--- src/rtl/counter_ctrl.sv ---
// Command-driven sequencer for the free-running outCounter datapath: start/stop/hold,
// terminal limit, direct load and auto-reload. Define COUNTER_CTRL_PRESCALE_EN to add a RUN-cycle prescaler.
module counter_ctrl #(
  parameter int WIDTH         = 8,
  parameter int DEFAULT_LIMIT = 255,
  parameter bit AUTO_START    = 1'b1
`ifdef COUNTER_CTRL_PRESCALE_EN
  ,
  parameter int PRESCALE      = 4
`endif
) (
  input  logic             clk,
  input  logic             rst,
  input  logic             cmd_valid,
  output logic             cmd_ready,
  input  logic [1:0]       cmd_op,
  input  logic [WIDTH-1:0] cmd_data,
  input  logic             auto_reload,
  output logic [WIDTH-1:0] outCounter,
  output logic             running,
  output logic             done
);

  typedef enum logic [1:0] {
    ST_IDLE = 2'd0,
    ST_RUN  = 2'd1,
    ST_HOLD = 2'd2,
    ST_DONE = 2'd3
  } state_t;

  localparam logic [1:0] OP_START      = 2'd0;
  localparam logic [1:0] OP_STOP       = 2'd1;
  localparam logic [1:0] OP_LOAD_LIMIT = 2'd2;
  localparam logic [1:0] OP_LOAD_COUNT = 2'd3;

  state_t             state_r, state_s;
  logic [WIDTH-1:0]   count_r, count_s;
  logic [WIDTH-1:0]   limit_r, limit_s;
  logic               done_r, done_s;
  logic               running_r;
  logic               ready_s;
  logic               accept_s;
  logic               start_s, stop_s, ld_limit_s, ld_count_s;
  logic               tick_s;

  // Command handshake decode.
  always_comb begin
    if (rst) begin
      ready_s = 1'b0;
    end else begin
      ready_s = (state_r != ST_DONE);
    end
    accept_s   = cmd_valid & ready_s;
    start_s    = accept_s & (cmd_op == OP_START);
    stop_s     = accept_s & (cmd_op == OP_STOP);
    ld_limit_s = accept_s & (cmd_op == OP_LOAD_LIMIT);
    ld_count_s = accept_s & (cmd_op == OP_LOAD_COUNT);
  end

`ifdef COUNTER_CTRL_PRESCALE_EN
  localparam int PW = (PRESCALE > 1) ? $clog2(PRESCALE) : 1;
  localparam logic [PW-1:0] PRE_LAST = PW'(PRESCALE - 1);

  logic [PW-1:0] pre_r, pre_s;

  // Prescaler: clears on START from IDLE and LOAD_COUNT, counts only while RUN advances.
  always_comb begin
    pre_s  = pre_r;
    tick_s = (pre_r == PRE_LAST);
    if ((state_r == ST_IDLE && start_s) || ld_count_s) begin
      pre_s = '0;
    end else if (state_r == ST_RUN && !stop_s) begin
      pre_s = tick_s ? '0 : (pre_r + PW'(1));
    end else begin
      pre_s = pre_r;
    end
  end

  // Prescaler register.
  always_ff @(posedge clk) begin
    if (rst) begin
      pre_r <= '0;
    end else begin
      pre_r <= pre_s;
    end
  end
`else
  assign tick_s = 1'b1;
`endif

  // Next-state, count, limit and done computation.
  always_comb begin
    state_s = state_r;
    count_s = count_r;
    done_s  = 1'b0;
    if (ld_limit_s) begin
      limit_s = cmd_data;
    end else begin
      limit_s = limit_r;
    end
    case (state_r)
      ST_IDLE: begin
        if (start_s) begin
          count_s = '0;
          state_s = ST_RUN;
        end else if (ld_count_s) begin
          count_s = cmd_data;
        end else begin
          count_s = count_r;
        end
      end
      ST_HOLD: begin
        if (start_s) begin
          state_s = ST_RUN;
        end else if (ld_count_s) begin
          count_s = cmd_data;
        end else begin
          count_s = count_r;
        end
      end
      ST_RUN: begin
        // STOP and LOAD_COUNT pre-empt a same-edge limit hit; LOAD_LIMIT does not.
        if (stop_s) begin
          state_s = ST_HOLD;
        end else if (ld_count_s) begin
          count_s = cmd_data;
        end else if (!tick_s) begin
          count_s = count_r;
        end else if (count_r == limit_r) begin
          done_s = 1'b1;
          if (auto_reload) begin
            count_s = '0;
          end else begin
            state_s = ST_DONE;
          end
        end else begin
          count_s = count_r + WIDTH'(1);
        end
      end
      ST_DONE: begin
        state_s = ST_IDLE;
      end
      default: begin
        state_s = ST_IDLE;
      end
    endcase
  end

  // State and output registers.
  always_ff @(posedge clk) begin
    if (rst) begin
      state_r   <= AUTO_START ? ST_RUN : ST_IDLE;
      count_r   <= '0;
      limit_r   <= WIDTH'(DEFAULT_LIMIT);
      done_r    <= 1'b0;
      running_r <= AUTO_START;
    end else begin
      state_r   <= state_s;
      count_r   <= count_s;
      limit_r   <= limit_s;
      done_r    <= done_s;
      running_r <= (state_s == ST_RUN);
    end
  end

  assign cmd_ready  = ready_s;
  assign outCounter = count_r;
  assign running    = running_r;
  assign done       = done_r;

endmodule

--- config.mk ---
export PLATFORM = sky130hd
export DESIGN_NAME = counter_ctrl
export DESIGN_NICKNAME = d
export VERILOG_FILES = /design/src/rtl/counter_ctrl.sv
export SDC_FILE = /design/constraint.sdc
export NUM_CORES = 1
export LEC_CHECK = 0
export BUFFER_PORTS_ARGS = -buffer_cell sky130_fd_sc_hd__clkbuf_2
export CAP_MARGIN = 40
export CORE_UTILIZATION = 49
export DETAILED_ROUTE_END_ITERATION = 10
export PLACE_DENSITY = 0.81
export SETUP_SLACK_MARGIN = 0.15
export SYNTH_ARGS = -nofsm -noshare
export SYNTH_HDL_FRONTEND = slang
export SYNTH_SLANG_ARGS = --single-unit
--- constraint.sdc ---
create_clock -name clk -period 2 [get_ports clk]
set_clock_uncertainty 0.1 [all_clocks]
set_input_delay 0.2 -clock clk [delete_from_list [all_inputs] [get_ports clk]]
set_output_delay 0.2 -clock clk [all_outputs]
set_load 0.02 [all_outputs]
After elaboration in Yosys (flattened, before gate mapping)
Cells that the tools add are included.

Add/sub/neg operators: 1. Equal/unequal tests: 12. Mux-type cells: 16. Bitwise logic cells: 6. Reductions and logical operators: 6.

Operators with widths (count): two-way mux 8 bit (7); one-hot mux 8 bit (3 select lines) (1); two-way mux 2 bit (5); adder 8 x 1 -> 8 bit (second input constant) (1); equality test 2 bit (second input constant) (4); equality test 8 bit (1); equality test 2 x 1 -> 1 bit (second input constant) (3); != test 2 bit (second input constant) (3); one-hot mux 2 bit (3 select lines) (1); bitwise AND 1 bit (5); logical NOT 2 bit (2); != test 4 bit (second input constant) (1); AND reduction 4 bit (1); OR reduction 4 bit (1); nonzero test 3 bit (1); two-way mux 1 bit (2); OR reduction 2 bit (1); inverter 1 bit (1).

Bits in registers: 20. Bits of input ports: 14. Output and inout port bits: 11.

Logic depth before layout (Yosys ltp)
Gate-level depths: netlist (run 1).

Depth after elaboration: 8. Depth in mapped cells: 9. Depth with buffers taken out: 8.

Worst setup path after synthesis (run 1)
OpenSTA, ideal clock, no wires.

Path kind: reg2reg. From: reg state_r[0]. To: reg count_r[2] (netlist: outCounter[2]). Data arrival time: 2.054 ns. Required time: 1.831 ns. Setup slack: -0.223 ns. Stages on the path, launching flop included: 8. Path buffers: 0. Clock period less this slack: 2.223 ns. Cells stage by stage: dfxtp_1 -> ha_1 -> nor2_1 -> and4bb_4 -> a221o_1 -> a21o_1 -> or4b_1 -> o21ai_1.

Word-level cells in the longest chain between the ends: 7. Elaborated cells between the ends (all ways): 20. Classes of those cells: eq/ne (6); mux (7); bitwise (4); reduce/logical (3).

RTL lines: start, declared (line 36) `state_t state_r, state_s;`; start signal, assigned (line 152) `state_r <= AUTO_START ? ST_RUN : ST_IDLE;`; start signal, assigned (line 158) `state_r <= state_s;`; != test 2 bit (*) (line 51) `ready_s = (state_r != ST_DONE);`; two-way mux 1 bit (*) (line 48) `if (rst) begin`; net cmd_ready (line 15) `output logic cmd_ready,`; bitwise AND 1 bit (*) (line 53) `accept_s = cmd_valid & ready_s;`; bitwise AND 1 bit (line 57) `ld_count_s = accept_s & (cmd_op == OP_LOAD_COUNT);`; two-way mux 8 bit (on tied branches) (2 in a row); one-hot mux 8 bit (3 select lines) (line 101) `case (state_r)`; end signal, assigned (line 159) `count_r <= count_s;`; end, declared (line 37) `logic [WIDTH-1:0] count_r, count_s;`.

Mark *: on every way through the listed nets, which the timed path passes. The rest lies on a longest branch. The select of a mux whose other input is x is not followed. A chain may end at the register's enable or synchronous reset.

Worst setup path in the final report (run 1)
From: reg state_r[1]. To: reg count_r[1] (netlist: outCounter[1]).

Word-level cells in the longest chain between the ends: 7. Elaborated cells between the ends (all ways): 20. Classes of those cells: eq/ne (6); mux (7); bitwise (4); reduce/logical (3).

RTL lines (line): != test 2 bit (51); two-way mux 1 bit (48); bitwise AND 1 bit (53); bitwise AND 1 bit (57); two-way mux 8 bit (on tied branches) (2 in a row); one-hot mux 8 bit (3 select lines) (101).

Several ways; a longest one is shown, not always the timed one. The select of a mux whose other input is x is not followed.

==> flow_metrics.tcl, run 1 <==
set metrics [dict create \
    mostFrequentLayoutCells "29 x buf_4, 24 x clkbuf_2, 16 x dfxtp_1" \
    cp-start-kind "flip-flop" \
    h-tree-depth 1 \
    rsz0062_at_grt "yes" \
    grt.total_usage_pct 34.3 \
    synthTopCellsByArea "dfxtp_1 32%, mux2i_1 6.4%, xnor2_1 5.6%, nor2_1 5.1%, ha_1 5.0%" \
    wl_per_cell_um 19.0 \
    placed_cells 227 \
    ys.flop_type "dfxtp_1" \
    arrival_ps 2250 \
    core_um2 2450 \
    grt_max_degree 12 \
    fin_crit_ps 2140 \
    remaining_drc_errors 0 \
    hold_buffers 0 \
    endpoint_kind "flip-flop" \
    die_area_um2 2780 \
    area_delta_synth_final_pct 56.4 \
    max_freq_ghz 0.467 \
    ys_types 46 \
    final_common_cell "buf_4" \
    cts_tree "built" \
    yosysTopAreaCellShare_pct 31.8 \
    yosysWarnings 0 \
    crit_slowest_cell "dfxtp_4" \
    syn_avg_cell_area_um2 8.39 \
    synth_top_cell_by_area "dfxtp_1" \
    cts_buffers 3 \
    crit_chain "ha_4 > and4bb_4 > nor2b_4 > a221o_1 > a21o_1 > buf_4 > buf_6 > buf_6 > nand3_2 > o41ai_2" \
    numClockSinks 20 \
    synth_edf_count 0 \
    setup_viol 7 \
    gp_congestion 0.910 \
    dr.pass1.iters 5 \
    ant_nets 0 \
    antenna_found_initial 0 \
    ys_ff_latch 20 \
    clkLatencyLatePin_ps 320 \
    cpPeakStageDelay_ps 400 \
    final.setup.worst_slack_ps -142 \
    crit_type "reg2reg" \
    crit_path_frequent_cell "buf_6" \
    vdd_drop_max_mv 0.700 \
    num_vias 1492 \
    status "finished, violations left" \
    worstPathRequired_ps 2110 \
    synth_cells 150 \
    preCtsSetupSlack_ps -218 \
    cp_num_buf_inv 3 \
    rows 18 \
    period_share_pct 107 \
    syn_nets 169 \
    drv_slew 0 \
    maxCapViolCount 0 \
    post-dp-hpwl_um 2790 \
    grt_pass1_wl_um 6820 \
    dieWidth_um 52.7 \
    clockBufferDepth 2 \
    drtIter0Drc 106 \
    drive_gt1_share_pct 50.2 \
    antenna_cells 0 \
    stdcell_count 237 \
    io_buffers 24 \
    synth_seq_area_share_pct 31.8 \
    synth_area_um2 1260 \
    hp-class "in2reg" \
    initial_utilization_pct 51.3 \
    grt_overflow_total 0 \
    async_flop_share_pct 0 \
    failed_checks "setup timing" \
    wirelength_um 4490 \
    pin_count 25 \
    cts_root_buffer "clkbuf_4" \
    crit_family "compound AO/OA/AOI/OAI gates" \
    nNetsFinal 227 \
    slew_headroom_pct 65.2 \
    pwr_density_cell_nw_per_um2 736 \
    dieHeight_um 52.7 \
    worst_slew_pin_slew_ps 519 \
    path_clk_slew_ps 130 \
    power.static_leakage_nw 0.851 \
    grt_pass1_vias 1437 \
    vias_per_cell 6.30 \
    path_max_fanout 6 \
    finalHoldViolations 0 \
]
## final timing paths
check                           slack, ps  cells after the start                     from                    endpoint
worst min register to register        420                      2  limit_r[7]$_SDFFE_PP1P_     limit_r[7]$_SDFFE_PP1P_
worst min-delay path                    5                      3              cmd_data[7]     limit_r[7]$_SDFFE_PP1P_
worst max register to register       -140                     10    state_r[1]$_SDFF_PP0_  outCounter[1]$_SDFFE_PP0P_
worst max-delay path                 -140                     10    state_r[1]$_SDFF_PP0_  outCounter[1]$_SDFFE_PP0P_
## metrics by stage
step           TNS (ps)  total power, mW  hold slack [ps]  instance area, um^2  utilization (%)
2_1_floorplan     -52.2            0.790              225                 1290                -
3_3_place_gp      -70.0            0.982              327                 1650             67.4
3_5_place_dp       -706             1.00              342                 1650             67.4
4_1_cts            -403             1.38             17.6                 1920             78.3
5_1_grt           -1120             1.51             19.5                 1970             80.2
6_report           -688             1.45             4.73                 1970             80.2
## layout make-up
| class | instances | area [um^2] |
|---|---|---|
| Clock buffer | 4 | 36.3 |
| Fill cell | 165 | 487 |
| Inverter | 4 | 15.0 |
| Multi-Input combinational cell | 120 | 1050 |
| Sequential cell | 20 | 415 |
| Tap cell | 30 | 37.5 |
| Timing Repair Buffer | 59 | 414 |
## kinds of logic (layout without fill, tap and decap cells)
kind of cell	count (synthesis)	in the layout	synth area share, %
AO/OA/AOI/OAI	36	36	21.3
multiplexers	8	8	6.36
XOR/XNOR	8	8	5.57
AND/OR/NAND/NOR	63	63	26.8
flip-flops	20	20	31.8
adder cells (fa/ha/maj)	5	5	4.97
buffers and inverters	10	67	3.18
## worst reg2reg max path, delay by kind of cell, from the launching register on
family / cells / cell delay, ps
AND/OR/NAND/NOR: 3 / 420
buffers and inverters: 3 / 390
adder cells (fa/ha/maj): 1 / 150
AO/OA/AOI/OAI: 3 / 580
flip-flops: 1 / 400
## power breakdown
group	internal, mW	switching (mW)
Clock	0.111	0.141
Sequential	0.444	0.0392
Combinational	0.346	0.366
## Yosys cell counts, types with 2 or more instances
master,number
a211oi_1,2
a21oi_1,8
a222oi_1,3
and2_1,2
and4bb_4,2
buf_2,2
clkbuf_1,3
dfxtp_1,20
ha_1,5
inv_1,3
mux2i_1,8
nand2_1,14
nand3_1,7
nand3b_1,2
nand4_1,2
nand4b_1,2
nor2_1,17
nor2b_1,2
nor3_1,4
o21ai_0,4
o32ai_1,3
o41ai_1,2
or2_2,3
xnor2_1,8
## flip-flops by register name, summed over array words and instances (netlist names)
signal and cells:
limit_r 8, outCounter 8, state_r 2, done 1
running 1
## layer usage
metal,GRT usage (%),vias to the layer above,wire [um]
met1,42.8,700,1780
met5,0,-,0
met2,57.4,92,2210
met3,5.22,22,300
met4,14.9,0,206
li1,-,678,-
## what timing repair did
item	in CTS	in global routing
buffers inserted	6	0
setup endpoints to repair	10	10
gates cloned	0	0
pin swaps	10	3
resized for setup	38	7
Power figures use the tool's default switching activity.
==> run 2, diff against run 1 <==
Settings changed: REMOVE_ABC_BUFFERS set to 1.
==> flow_metrics.tcl, run 2 (synthesized netlist as in run 1, its figures left out) <==
set metrics [dict create \
    clkLatencyLatePin_ps 320 \
    fin_crit_ps 2150 \
    stdcell_count 247 \
    wl_per_cell_um 19.3 \
    dieWidth_um 52.7 \
    grt_pass1_wl_um 5980 \
    rsz0062_at_grt "yes" \
    total_power_mw 1.48 \
    grt_pass1_vias 1355 \
    period_share_pct 108 \
    worst_slew_pin_slew_ps 386 \
    cpPeakStageDelay_ps 390 \
    placed_cells 232 \
    clockBufferDepth 2 \
    path_max_fanout 4 \
    grt_max_degree 12 \
    pwr_density_cell_nw_per_um2 726 \
    core_um2 2450 \
    wirelength_um 4760 \
    final_common_cell "buf_4" \
    finalHoldViolations 0 \
    antenna_found_initial 0 \
    post-dp-hpwl_um 2820 \
    vdd_drop_max_mv 0.702 \
    drtIter0Drc 79 \
    h-tree-depth 1 \
    arrival_ps 2330 \
    max_freq_ghz 0.464 \
    crit_slowest_cell "dfxtp_4" \
    grt.total_usage_pct 29.7 \
    hp-class "in2reg" \
    maxCapViolCount 0 \
    numClockSinks 20 \
    mostFrequentLayoutCells "41 x buf_4, 24 x clkbuf_2, 16 x dfxtp_1" \
    drv_slew 0 \
    failed_checks "setup timing" \
    postLayoutCellArea_um2 2040 \
    status "finished, violations left" \
    worstPathRequired_ps 2170 \
    rows 18 \
    ant_nets 0 \
    vias_per_cell 6.32 \
    area_delta_synth_final_pct 62.0 \
    gp_congestion 0.923 \
    endpoint_kind "flip-flop" \
    post-route-util_pct 83.1 \
    remaining_drc_errors 0 \
    die_area_um2 2780 \
    grt_overflow_total 0 \
    placed_cell_area_um2 1650 \
    io_buffers 24 \
    antenna_cells 0 \
    crit_chain "ha_4 > and4bb_4 > nor2b_4 > a221o_1 > a21o_1 > buf_4 > buf_6 > a2111oi_4 > a32o_1" \
    final.setup.worst_slack_ps -155 \
    pin_count 25 \
    initial_utilization_pct 51.3 \
    drive_gt1_share_pct 53.9 \
    slew_headroom_pct 74.3 \
    cts_buffers 3 \
    cts_root_buffer "clkbuf_4" \
    dieHeight_um 52.7 \
    cts_tree "built" \
    cp-start-kind "flip-flop" \
    power.static_leakage_nw 0.899 \
    path_clk_slew_ps 130 \
    dr.pass1.iters 5 \
    crit_type "reg2reg" \
    num_vias 1562 \
    setup_viol 9 \
    tns_ps -926 \
    nNetsFinal 237 \
]
-- run 2: cell types whose count changed in the layout (fill, tap and decap cells not counted), moves of 2 or more --
cell and change:
dfxtp_2 +2, dfxtp_4 -2, o21ai_0 -2, o21ai_1 +2
buf_4 +12
-- run 2: per-layer routing --
metal | share of wire, % | vias to the layer above | GRT usage [%]
met1 | 38 | 766 | 33.4
met2 | 50 | 80 | 55.5
li1 | - | 698 | -
met3 | 7.4 | 18 | 4.35
met4 | 4.0 | 0 | 10.5
met5 | 0 | - | 0
-- run 2: through the flow --
stage          worst slack (ps)  hold WS (ps)
5_1_grt                    -217          11.6
6_report                   -155          1.70
3_5_place_dp               -165           339
3_3_place_gp              -62.0           326
4_1_cts                   -85.5          14.6
2_1_floorplan              -321           179
-- run 2: final timing paths --
path | cells after the start | endpoint | slack, ps | start
setup / recovery | 9 | outCounter[7]$_SDFFE_PP0P_ | -150 | state_r[1]$_SDFF_PP0_
hold / removal | 3 | limit_r[6]$_SDFFE_PP1P_ | 2 | cmd_data[6]
setup reg to reg | 9 | outCounter[7]$_SDFFE_PP0P_ | -150 | state_r[1]$_SDFF_PP0_
hold reg to reg | 2 | limit_r[4]$_SDFFE_PP1P_ | 410 | limit_r[4]$_SDFFE_PP1P_
-- run 2: final cells by class --
type | count | area (um^2)
clock buffers | 4 | 36.3
fillers | 140 | 415
repair buffers | 69 | 473
well taps | 30 | 37.5
inverters | 4 | 15.0
multi-input cells | 120 | 1070
flip-flops and latches | 20 | 410
-- run 2: critical path: cells and delay by family (launching register included) --
kind                     cells  cell delay [ps]
adder cells (fa/ha/maj)      1              150
buffers and inverters        2              270
AND/OR/NAND/NOR              2              310
AO/OA/AOI/OAI                4              870
flip-flops                   1              390
-- run 2: where the power goes --
part	total, mW	internal (mW)	leakage [nW]	switching (mW)
logic	0.744	0.367	0.714	0.376
registers	0.481	0.441	0.164	0.0399
clock network	0.256	0.112	0.0210	0.144
-- run 2: repair_timing --
item | 4_1_cts | 5_1_grt
setup endpoints to repair | 10 | 10
pin swaps | 3 | 16
gates resized for setup | 13 | 51
hold buffers | 0 | 0
gates cloned | 0 | 1
buffers inserted | 0 | 10
==> run 3, diff against run 2 <==
Settings changed: CELL_PAD_IN_SITES_DETAIL_PLACEMENT set to 1, CELL_PAD_IN_SITES_GLOBAL_PLACEMENT set to 1, CORE_UTILIZATION 49 to 43, PLACE_DENSITY 0.81 to 0.89.
Clock period 2 ns to 2.5 ns, I/O delays scaled along.
==> flow_metrics.tcl, run 3 (synthesized netlist as in run 1, its figures left out) <==
set metrics [dict create \
    status "completed" \
    vias_per_cell 6.36 \
    arrival_ps 2360 \
    crit_family "simple AND/OR/NAND/NOR gates" \
    numClockSinks 20 \
    path_max_fanout 12 \
    clockBufferDepth 2 \
    pin_count 25 \
    post-dp-hpwl_um 3040 \
    power.static_leakage_nw 0.664 \
    rows 19 \
    core_um2 2760 \
    cp_num_buf_inv 1 \
    clkLatencyLatePin_ps 310 \
    io_buffers 24 \
    mostFrequentLayoutCells "24 x clkbuf_2, 17 x dfxtp_1, 15 x nor2_1" \
    grt_pass1_wl_um 6560 \
    drv_slew 0 \
    gp_congestion 0.912 \
    crit_slowest_cell "dfxtp_4" \
    internal_power_mw 0.670 \
    wl_per_cell_um 19.0 \
    clockPowerShare_pct 26.4 \
    placed_cells 207 \
    cpPeakStageDelay_ps 390 \
    cts_tree "built" \
    max_freq_ghz 0.445 \
    worstPathRequired_ps 2610 \
    vdd_drop_max_mv 0.478 \
    crit_chain "ha_4 > and4bb_4 > nor2b_1 > a221o_1 > a21o_1 > buf_4 > nor2_1 > o221a_2" \
    rsz0062_at_grt "no" \
    combPwrFrac_pct 35.7 \
    power.net_switching_mw 0.362 \
    grt.total_usage_pct 26.6 \
    dieHeight_um 56.1 \
    area_delta_synth_final_pct 22.6 \
    final.setup.worst_slack_ps 254 \
    remaining_drc_errors 0 \
    crit_type "reg2reg" \
    ant_nets 0 \
    setup_viol 0 \
    wirelength_um 4000 \
    antenna_cells 0 \
    antenna_found_initial 0 \
    drive_gt1_share_pct 27.8 \
    preCtsSetupSlack_ps 122 \
    seqPwrFrac_pct 37.8 \
    grt_max_degree 18 \
    fin_crit_ps 2250 \
    cp-start-kind "flip-flop" \
    num_vias 1342 \
    cts_root_buffer "clkbuf_4" \
    pwr_density_cell_nw_per_um2 670 \
    final_common_cell "clkbuf_2" \
    grt_overflow_total 0 \
    stdcell_count 211 \
    endpoint_kind "flip-flop" \
    path_clk_slew_ps 120 \
    drtIter0Drc 60 \
    maxCapViolCount 0 \
    tns_ps 0 \
    switching_share_pct 35.1 \
    hold_buffers 0 \
    finalHoldViolations 0 \
    grt_pass1_vias 1359 \
    cts_buffers 3 \
    die_area_um2 3150 \
    dieWidth_um 56.1 \
    hp-class "in2reg" \
    worst_slew_pin_slew_ps 511 \
    h-tree-depth 1 \
    initial_utilization_pct 45.6 \
    fillers 335 \
    slew_headroom_pct 65.8 \
    nNetsFinal 200 \
    period_share_pct 89.9 \
    dr.pass1.iters 4 \
]
-- run 3: cell count changes in the layout (fill, tap and decap cells not counted), sizes merged --
cell	previous run	this run
clkbuf	28	27
bufinv	0	1
buf	45	8
-- run 3: final timing paths --
kind	start	endpoint	slack [ps]	depth (start not counted)
worst min register to register	limit_r[5]$_SDFFE_PP1P_	limit_r[5]$_SDFFE_PP1P_	410	2
worst min-delay path	cmd_data[6]	limit_r[6]$_SDFFE_PP1P_	60	3
worst max register to register	state_r[0]$_SDFF_PP1_	outCounter[0]$_SDFFE_PP0P_	250	8
worst max-delay path	state_r[0]$_SDFF_PP1_	outCounter[0]$_SDFFE_PP0P_	250	8
-- run 3: area by class of cell --
cell class / count / area (um^2) / share of cell area (%)
Timing Repair Buffer: 32 / 180 / 11.7
Tap cell: 31 / 38.8 / 2.51
Multi-Input combinational cell: 120 / 847 / 54.9
Clock inverter: 1 / 30.0 / 1.95
Inverter: 4 / 15.0 / 0.973
Clock buffer: 3 / 22.5 / 1.46
Sequential cell: 20 / 409 / 26.5
-- run 3: repair_timing --
item | 4_1_cts | 5_1_grt
gates resized for setup | 3 | 10
buffers inserted | 0 | 0
endpoints found under the setup margin | 2 | 8
-- run 3: routing by layer --
metal / GRT usage, % / wire (um) / vias to the layer above
met4: 9.76 / 85 / 0
li1: - / - / 625
met3: 2.09 / 175 / 10
met2: 48.6 / 2080 / 45
met1: 32.1 / 1660 / 662
met5: 0 / 0 / -
-- run 3: power by group through the flow --
stage	clock network, mW	registers (mW)	logic, mW
final	0.273	0.391	0.369
after global routing	0.292	0.395	0.405
after CTS	0.282	0.386	0.362
after detailed placement	0	0.392	0.357
after global placement	0	0.390	0.340
after floorplan	0	0.416	0.199
-- run 3: metrics by stage --
step | utilization [%] | instance area [um^2] | hold slack [ps] | total power [mW]
after global placement | 52.7 | 1450 | 379 | 0.730
after floorplan | - | 1230 | 229 | 0.615
after CTS | 54.9 | 1520 | 55.3 | 1.03
after global routing | 55.9 | 1540 | 56.2 | 1.09
after detailed placement | 52.7 | 1450 | 388 | 0.749
final | 55.9 | 1540 | 60.2 | 1.03
-- run 3: worst min-delay path, cell delays in order --
cell      delay [ps]
clkbuf_2          90
mux2i_1           60
nand2_1           50
